<file path="config.mk">
export PLATFORM = sky130hd
export DESIGN_NAME = dmem_mmio
export DESIGN_NICKNAME = d
export VERILOG_FILES = /design/src/rtl/dmem_mmio.sv
export SDC_FILE = /design/constraint.sdc
export NUM_CORES = 2
export LEC_CHECK = 0
export BUFFER_PORTS_ARGS = -buffer_cell sky130_fd_sc_hd__buf_2
export CAP_MARGIN = 10
export CORE_MARGIN = 8
export CORE_UTILIZATION = 35
export CTS_BUF_LIST = sky130_fd_sc_hd__clkbuf_8
export CTS_CLUSTER_SIZE = 8
export DETAILED_ROUTE_END_ITERATION = 10
export HOLD_SLACK_MARGIN = 0.08
export PLACE_DENSITY = 0.54
export SKIP_LAST_GASP = 1
export SLEW_MARGIN = 5
export SYNTH_ARGS = -nofsm -noshare
export SYNTH_HDL_FRONTEND = slang
export SYNTH_SLANG_ARGS = --single-unit
</file>
<file path="constraint.sdc">
create_clock -name clk -period 3.9 [get_ports clk]
set_input_delay 0.585 -clock clk [delete_from_list [all_inputs] [get_ports clk]]
set_output_delay 0.585 -clock clk [all_outputs]
set_load 0.02 [all_outputs]
</file>
<file path="src/rtl/dmem_mmio.sv">
// dmem_mmio: word RAM plus LED/switch/timer I/O page on the processor data port.
// Reads are combinational; writes and all I/O state update on the rising clock edge.
module dmem_mmio #(
    parameter int DEPTH    = 64,
    parameter int PRESCALE = 50000,
    parameter int SW_W     = 10
) (
    input  logic            clk,
    input  logic            reset,
    input  logic            we,
    input  logic [31:0]     a,
    input  logic [31:0]     wd,
    output logic [31:0]     rd,
    input  logic [SW_W-1:0] sw,
    output logic [SW_W-1:0] ledr,
    output logic            irq
);
    localparam int AW = $clog2(DEPTH);
    localparam int PW = PRESCALE > 1 ? $clog2(PRESCALE) : 1;
    localparam logic [PW-1:0] PRE_MAX = PW'(PRESCALE - 1);

    logic [31:0]     mem [DEPTH];
    logic [SW_W-1:0] led_q, led_d, sw1_q, sw2_q;
    logic [31:0]     count_q, count_d, cmp_q, cmp_d, io_rd;
    logic [PW-1:0]   pre_q, pre_d;
    logic            flag_q, flag_d;
    logic            ram_sel, io_sel, tick, match;
    logic            wr_led, wr_count, wr_cmp, wr_status;
    logic [2:0]      rsel;

    assign ram_sel   = a[31:AW+2] == '0;
    assign io_sel    = a[31:5] == 27'h7FFF800;
    assign rsel      = a[4:2];
    assign wr_led    = we && io_sel && rsel == 3'd0;
    assign wr_count  = we && io_sel && rsel == 3'd2;
    assign wr_cmp    = we && io_sel && rsel == 3'd3;
    assign wr_status = we && io_sel && rsel == 3'd4;
    assign tick      = pre_q == PRE_MAX;
    assign match     = cmp_q != '0 && count_q == cmp_q;

    assign io_rd = rsel == 3'd0 ? {{(32-SW_W){1'b0}}, led_q} :
                   rsel == 3'd1 ? {{(32-SW_W){1'b0}}, sw2_q} :
                   rsel == 3'd2 ? count_q :
                   rsel == 3'd3 ? cmp_q :
                   rsel == 3'd4 ? {31'b0, flag_q} : '0;
    assign rd    = ram_sel ? mem[a[AW+1:2]] : io_sel ? io_rd : '0;
    assign ledr  = led_q;
    assign irq   = flag_q;

    always_ff @(posedge clk)
        if (we && ram_sel && !reset) mem[a[AW+1:2]] <= wd;

    // A CPU write to COUNT swallows a coincident tick, including its match.
    always_comb begin
        pre_d   = tick ? '0 : pre_q + 1'b1;
        led_d   = wr_led ? wd[SW_W-1:0] : led_q;
        cmp_d   = wr_cmp ? wd : cmp_q;
        count_d = wr_count ? wd : !tick ? count_q : match ? '0 : count_q + 32'd1;
        flag_d  = (tick && match && !wr_count) || (flag_q && !(wr_status && wd[0]));
    end

    always_ff @(posedge clk or posedge reset)
        if (reset) begin
            led_q   <= '0;
            sw1_q   <= '0;
            sw2_q   <= '0;
            count_q <= '0;
            cmp_q   <= '0;
            pre_q   <= '0;
            flag_q  <= 1'b0;
        end else begin
            led_q   <= led_d;
            sw1_q   <= sw;
            sw2_q   <= sw1_q;
            count_q <= count_d;
            cmp_q   <= cmp_d;
            pre_q   <= pre_d;
            flag_q  <= flag_d;
        end
endmodule

</file>
Word level (Yosys, flattened, before mapping) --
Memories as Yosys holds them, arrays and structs flattened. Index checks and enable logic that the tools add are counted.
Storage, ports and cells: register bits 111, bits in writable memories 2048, input bits 77, output and inout bits 43, logic and storage cells 50, memories 1
Cells by class: $add $sub $neg 2, equal/unequal tests 7, multiplexer cells 13, reductions and logical operators 20
Memory list:
- mem | words 64, bits a word 32, rd ports 1, clocked after Yosys merged registers in 0, write ports 1, RTL line 22 | logic [31:0] mem [DEPTH];
Operator list (count):
- 2-to-1 mux 32 bit | 9
- adder 32 x 1 -> 32 bit (second input constant) | 1
- == test 32 bit | 1
- nonzero test 32 bit | 1
- == test 27 bit (second input constant) | 1
- logical NOT 24 bit | 1
- adder 16 x 1 -> 16 bit (second input constant) | 1
- == test 16 bit (second input constant) | 1
- 2-to-1 mux 16 bit | 1
- logical AND 1 bit | 12
- == test 3 x 2 -> 1 bit (second input constant) | 2
- == test 3 x 1 -> 1 bit (second input constant) | 1
- == test 3 bit (second input constant) | 1
- logical NOT 1 bit | 3
- logical NOT 3 bit | 1
- 2-to-1 mux 1 bit | 3
- nonzero test 2 bit | 1
- logical OR 1 bit | 1

Depth between registers and ports, before layout --
depth after elaboration 8, depth in mapped cells 13, gate-level depth less buffers 8

Least setup slack after synthesis --
OpenSTA, ideal clock, no wires.
kind input-to-reg, start input port reset, end memory mem[10][0] (enable), library setup time 421 ps, arrival 5101 ps, required time 3479 ps, slack -1622 ps, cell stages on the path 5, path buffers 1, cell sequence inv_1 > and3_1 > clkbuf_1 > nand2_1 > nor2_1
Between the ends: cells in the longest elaborated chain, start to end 4
RTL lines:
- start: declaration | RTL line 9 | input logic reset,
- logical NOT 1 bit (no source line)
- logical AND 1 bit | RTL line 51 | if (we && ram_sel && !reset) mem[a[AW+1:2]] <= wd;
- 2-to-1 mux 1 bit | RTL line 51
- 2-to-1 mux 1 bit (not written as such) | RTL line 51
- end: declaration | RTL line 22
No other way between the ends.

Worst setup path after layout --
start memory mem[57][2], end output port rd[2]
Between the ends: cells in the longest elaborated chain, start to end 2
RTL lines:
- memory read (64 x 32 bit)
- 2-to-1 mux 32 bit | RTL line 46 | assign rd = ram_sel ? mem[a[AW+1:2]] : io_sel ? io_rd : '0;
- end: declaration | RTL line 13 | output logic [31:0] rd,
No other way between the ends.

==> run_results.csv <==
group,metric,value,unit
floorplanning,die_width,504,µm
floorplanning,die_area,0.254,mm²
run,cap_violations,0,
layout,register_area,0.0643,mm²
detailed_routing,drt-total-wl,307000,µm
logic_synthesis,synth_cell_type_count,72,
detailed_routing,drc,0,
worst_setup_path,crit_type,"reg -> out",
detailed_routing,drt-initial-drc-count,6945,
detailed_routing,ant_nets,0,
worst_setup_path,crit_path_cell_trace,"mux2_4, a221o_1, a222oi_1, o22ai_1, buf_4, o41ai_2, buf_4, nand2_2, buf_6",
placed_design,dp_hpwl,194000,µm
sta,min_period_over_period,108,%
layout,fill_cells,21100,
logic_synthesis,synth_flop_cell,"edfxtp_1",
logic_synthesis,avgSynthCellArea,17.3,µm²
sta,grt_setup_unrepaired,"yes",
floorplanning,initial_utilization,35.1,%
clock_network,clock_sinks,2159,
worst_setup_path,crit_path_end_kind,"output port",
floorplanning,core_area,0.237,mm²
placed_design,pre_cts_slack,-0.880,ns
logic_synthesis,synthesis.nets,4903,
logic_synthesis,ys_seq_elements,2159,
floorplanning,num_io_pins,120,
power,powerDensity,456,mW/mm²
detailed_routing,num_vias,53500,
run_status,status,"finished, violations left",
sta,min_period,4.20,ns
sta,hold_viol,0,
sta,finalClockSkew,0.0261,ns
sta,timing.final.ws_setup,-0.296,ns
grt,grt_overflow_total,0,
worst_setup_path,crit_path_max_fanout,1,
clock_network,numCtsBuffers,368,
min_path,hold_path_class,"in -> reg",
logic_synthesis,synth_seq_area_share,77.1,%
clock_network,clk_latency,1.10,ns
logic_synthesis,syn_inst,4824,
sta,setup_tns,-1.05,ns
power,leakagePower,34.3,nW
logic_synthesis,yosysTopAreaCell,"edfxtp_1",
layout,syn_to_final_growth,23.1,%
logic_synthesis,synth_top_cell_area_share,73.8,%
grt,grt_max_degree,68,
grt,gr-usage-all-layers,23.0,%
worst_setup_path,arrival,3.61,ns
layout,layout-drive-gt1-share,29.6,%
detailed_routing,post_drt_wl_per_cell,33.4,µm
sta,max-slew-margin-rel,9.54,%
grt,antenna_found_initial,27,
clock_network,clk_pin_slew_worst_paths,0.06,ns
worst_setup_path,critPathMaxStageDelay,0.53,ns
worst_setup_path,cp_slowest_cell,"a222oi_1",
grt,grt_pass1_vias,52100,
worst_setup_path,crit_buf_inv,3,
logic_synthesis,synth_area,0.0833,mm²
clock_network,htreeDepth,5,
placed_design,portBuffers,117,
grt,grt_pass1_wl,419000,µm
sta,max_slew.worst_pin.slew,1.36,ns
clock_network,cts_buffer_depth,4,
worst_setup_path,critical_path.top_delay_family,"compound AO/OA/AOI/OAI gates",
sta,timing.fmax,0.238,GHz
worst_setup_path,path_common_cell,"buf_4",
logic_synthesis,synth_area_leaders,"edfxtp_1 (74%), dfrtp_1 (3.3%), mux2_2 (2.9%)",
layout,multi_input_area,0.0192,mm²
logic_synthesis,synth-edff-count,2048,
detailed_routing,vias_per_cell,5.83,
power,ir_drop,0.000341,V
layout,layout.nets,5829,
sta,worst_hold_slack,0.164,ns
floorplanning,fp.dieH,504,µm
clock_network,clockRootBuffer,"clkbuf_8",
worst_setup_path,cp-start-kind,"flop",
placed_design,gp_congestion,0.878,
sta,slew_viol_final,0,
run_status,violations,"negative setup slack",
sta,setup_viol,13,
logic_synthesis,ys.warnings.count,0,
logic_synthesis,synthArstFlopShare,5.14,%
worst_setup_path,cp.required,3.31,ns
floorplanning,rows,179,
detailed_routing,drt_first_pass_iters,8,
clock_network,cts_tree,"built",
## final timing paths
check | from | endpoint | slack (ns) | cells past startpoint
max | mem[57][2]$_DFFE_PP_ | rd[2] | -0.30 | 9
min | sw[1] | sw1_q[1]$_DFF_PP0_ | 0.16 | 2
max reg2reg | cmp_q[7]$_DFFE_PP0P_ | count_q[31]$_DFFE_PP0P_ | 0.83 | 9
min reg2reg | sw1_q[9]$_DFF_PP0_ | sw2_q[9]$_DFF_PP0_ | 0.35 | 0
max in group asynchronous | reset | ledr[9]$_DFFE_PP0P_ | 2.24 | 5
min in group asynchronous | reset | ledr[2]$_DFFE_PP0P_ | 0.26 | 4
## worst register-to-register path: stages (launching register included)
cell	delay [ns]
dfrtp_1	0.38
buf_4	0.15
nor4_1	0.40
nand4_1	0.19
or2_2	0.32
and3_1	0.15
buf_4	0.22
nor2_1	0.80
a22oi_1	0.20
a21oi_1	0.19
## power breakdown
group	internal (W)	switching [W]	total (W)	leakage, nW
clock	0.00911	0.00902	0.0181	3.76
sequential	0.0254	0.00000407	0.0254	19.8
combinational	0.00112	0.00218	0.00331	10.8
## per-stage QoR
step | util (%) | std cells | cell area (µm²) | total power (W)
after floorplan | - | 4824 | 83300 | 0.0269
after global placement | 39.8 | 8503 | 94500 | 0.0289
after detailed placement | 39.8 | 8503 | 94500 | 0.0289
after CTS | 42.9 | 9156 | 102000 | 0.0469
after global routing | 43.2 | 9181 | 103000 | 0.0481
final | 43.2 | 9184 | 103000 | 0.0468
## sequential cells by signal (all words and copies together), names as in the netlist
register,cells
sw1_q,10
mem,2048
count_q,32
ledr,10
cmp_q,32
sw2_q,10
pre_q,16
irq,1
## metal layers
metal	vias to the layer above	global-route usage, %	part of all wire, %
met5	-	0	0.022
met4	12	9.38	4.4
met3	569	5.69	10
met2	3132	35.7	45
met1	28000	31.2	40
li1	21800	-	-
## timing repair
item | 4_1_cts | 5_1_grt
hold buffers | 30 | 0
gates cloned | 2 | 4
gates resized for setup | 181 | 77
pin swaps | 69 | 47
setup endpoints to repair | 32 | 31
hold endpoints to repair | 242 | 0
buffers inserted | 5 | 19
## cells in the final DEF, fill, tap and decap left out, types with 89 or more instances in the layout
cell type | synthesis | final
a21oi_1 | 235 | 219
buf_2 | 94 | 89
mux2_2 | 214 | 206
nand2_1 | 143 | 138
buf_4 | 8 | 563
inv_1 | 11 | 152
mux2i_1 | 149 | 149
nor2_1 | 228 | 157
o21ai_0 | 135 | 122
a221oi_1 | 171 | 137
edfxtp_1 | 2048 | 2048
buf_12 | 0 | 154
dfrtp_1 | 111 | 111
clkbuf_8 | 0 | 379
a22oi_1 | 284 | 283
## area by class of cell
class | count | share of cell area [%]
flip-flops and latches | 2159 | 62.6
multi-input cells | 2325 | 18.7
repair buffers | 885 | 8.58
clock buffers | 379 | 5.08
well taps | 3167 | 3.86
clock inverters | 247 | 1.03
inverters | 11 | 0.0585
diodes | 11 | 0.0268
## synthesized netlist by cell type (21+ instances only)
cell,n
edfxtp_1,2048
a22oi_1,284
a21oi_1,235
nor2_1,228
mux2_2,214
clkbuf_1,175
a221oi_1,171
mux2i_1,149
nand2_1,143
o21ai_0,135
dfrtp_1,111
buf_2,94
a31oi_1,76
mux4_2,68
a22o_1,67
a221o_1,53
buf_1,52
nand4_1,47
xnor2_1,43
o22ai_1,42
a222oi_1,40
nand3_1,34
a211oi_1,32
nor4_1,31
and3_1,25
o211ai_1,21
## kinds of logic (layout without fill, tap and decap cells)
family,count (synthesis),after routing,share of synthesized area [%]
DFF,2159,2159,77.1
muxes,432,432,6.53
AOI/OAI and AO/OA,1243,1243,10.7
adders and majority gates,2,2,0.0300
and+or+nand+nor,595,595,3.39
other,0,11,0
buffers and inverters,340,1522,1.71
xor gates and xnor gates,53,53,0.557
Note: power is estimated with default switching activity, not from simulation.
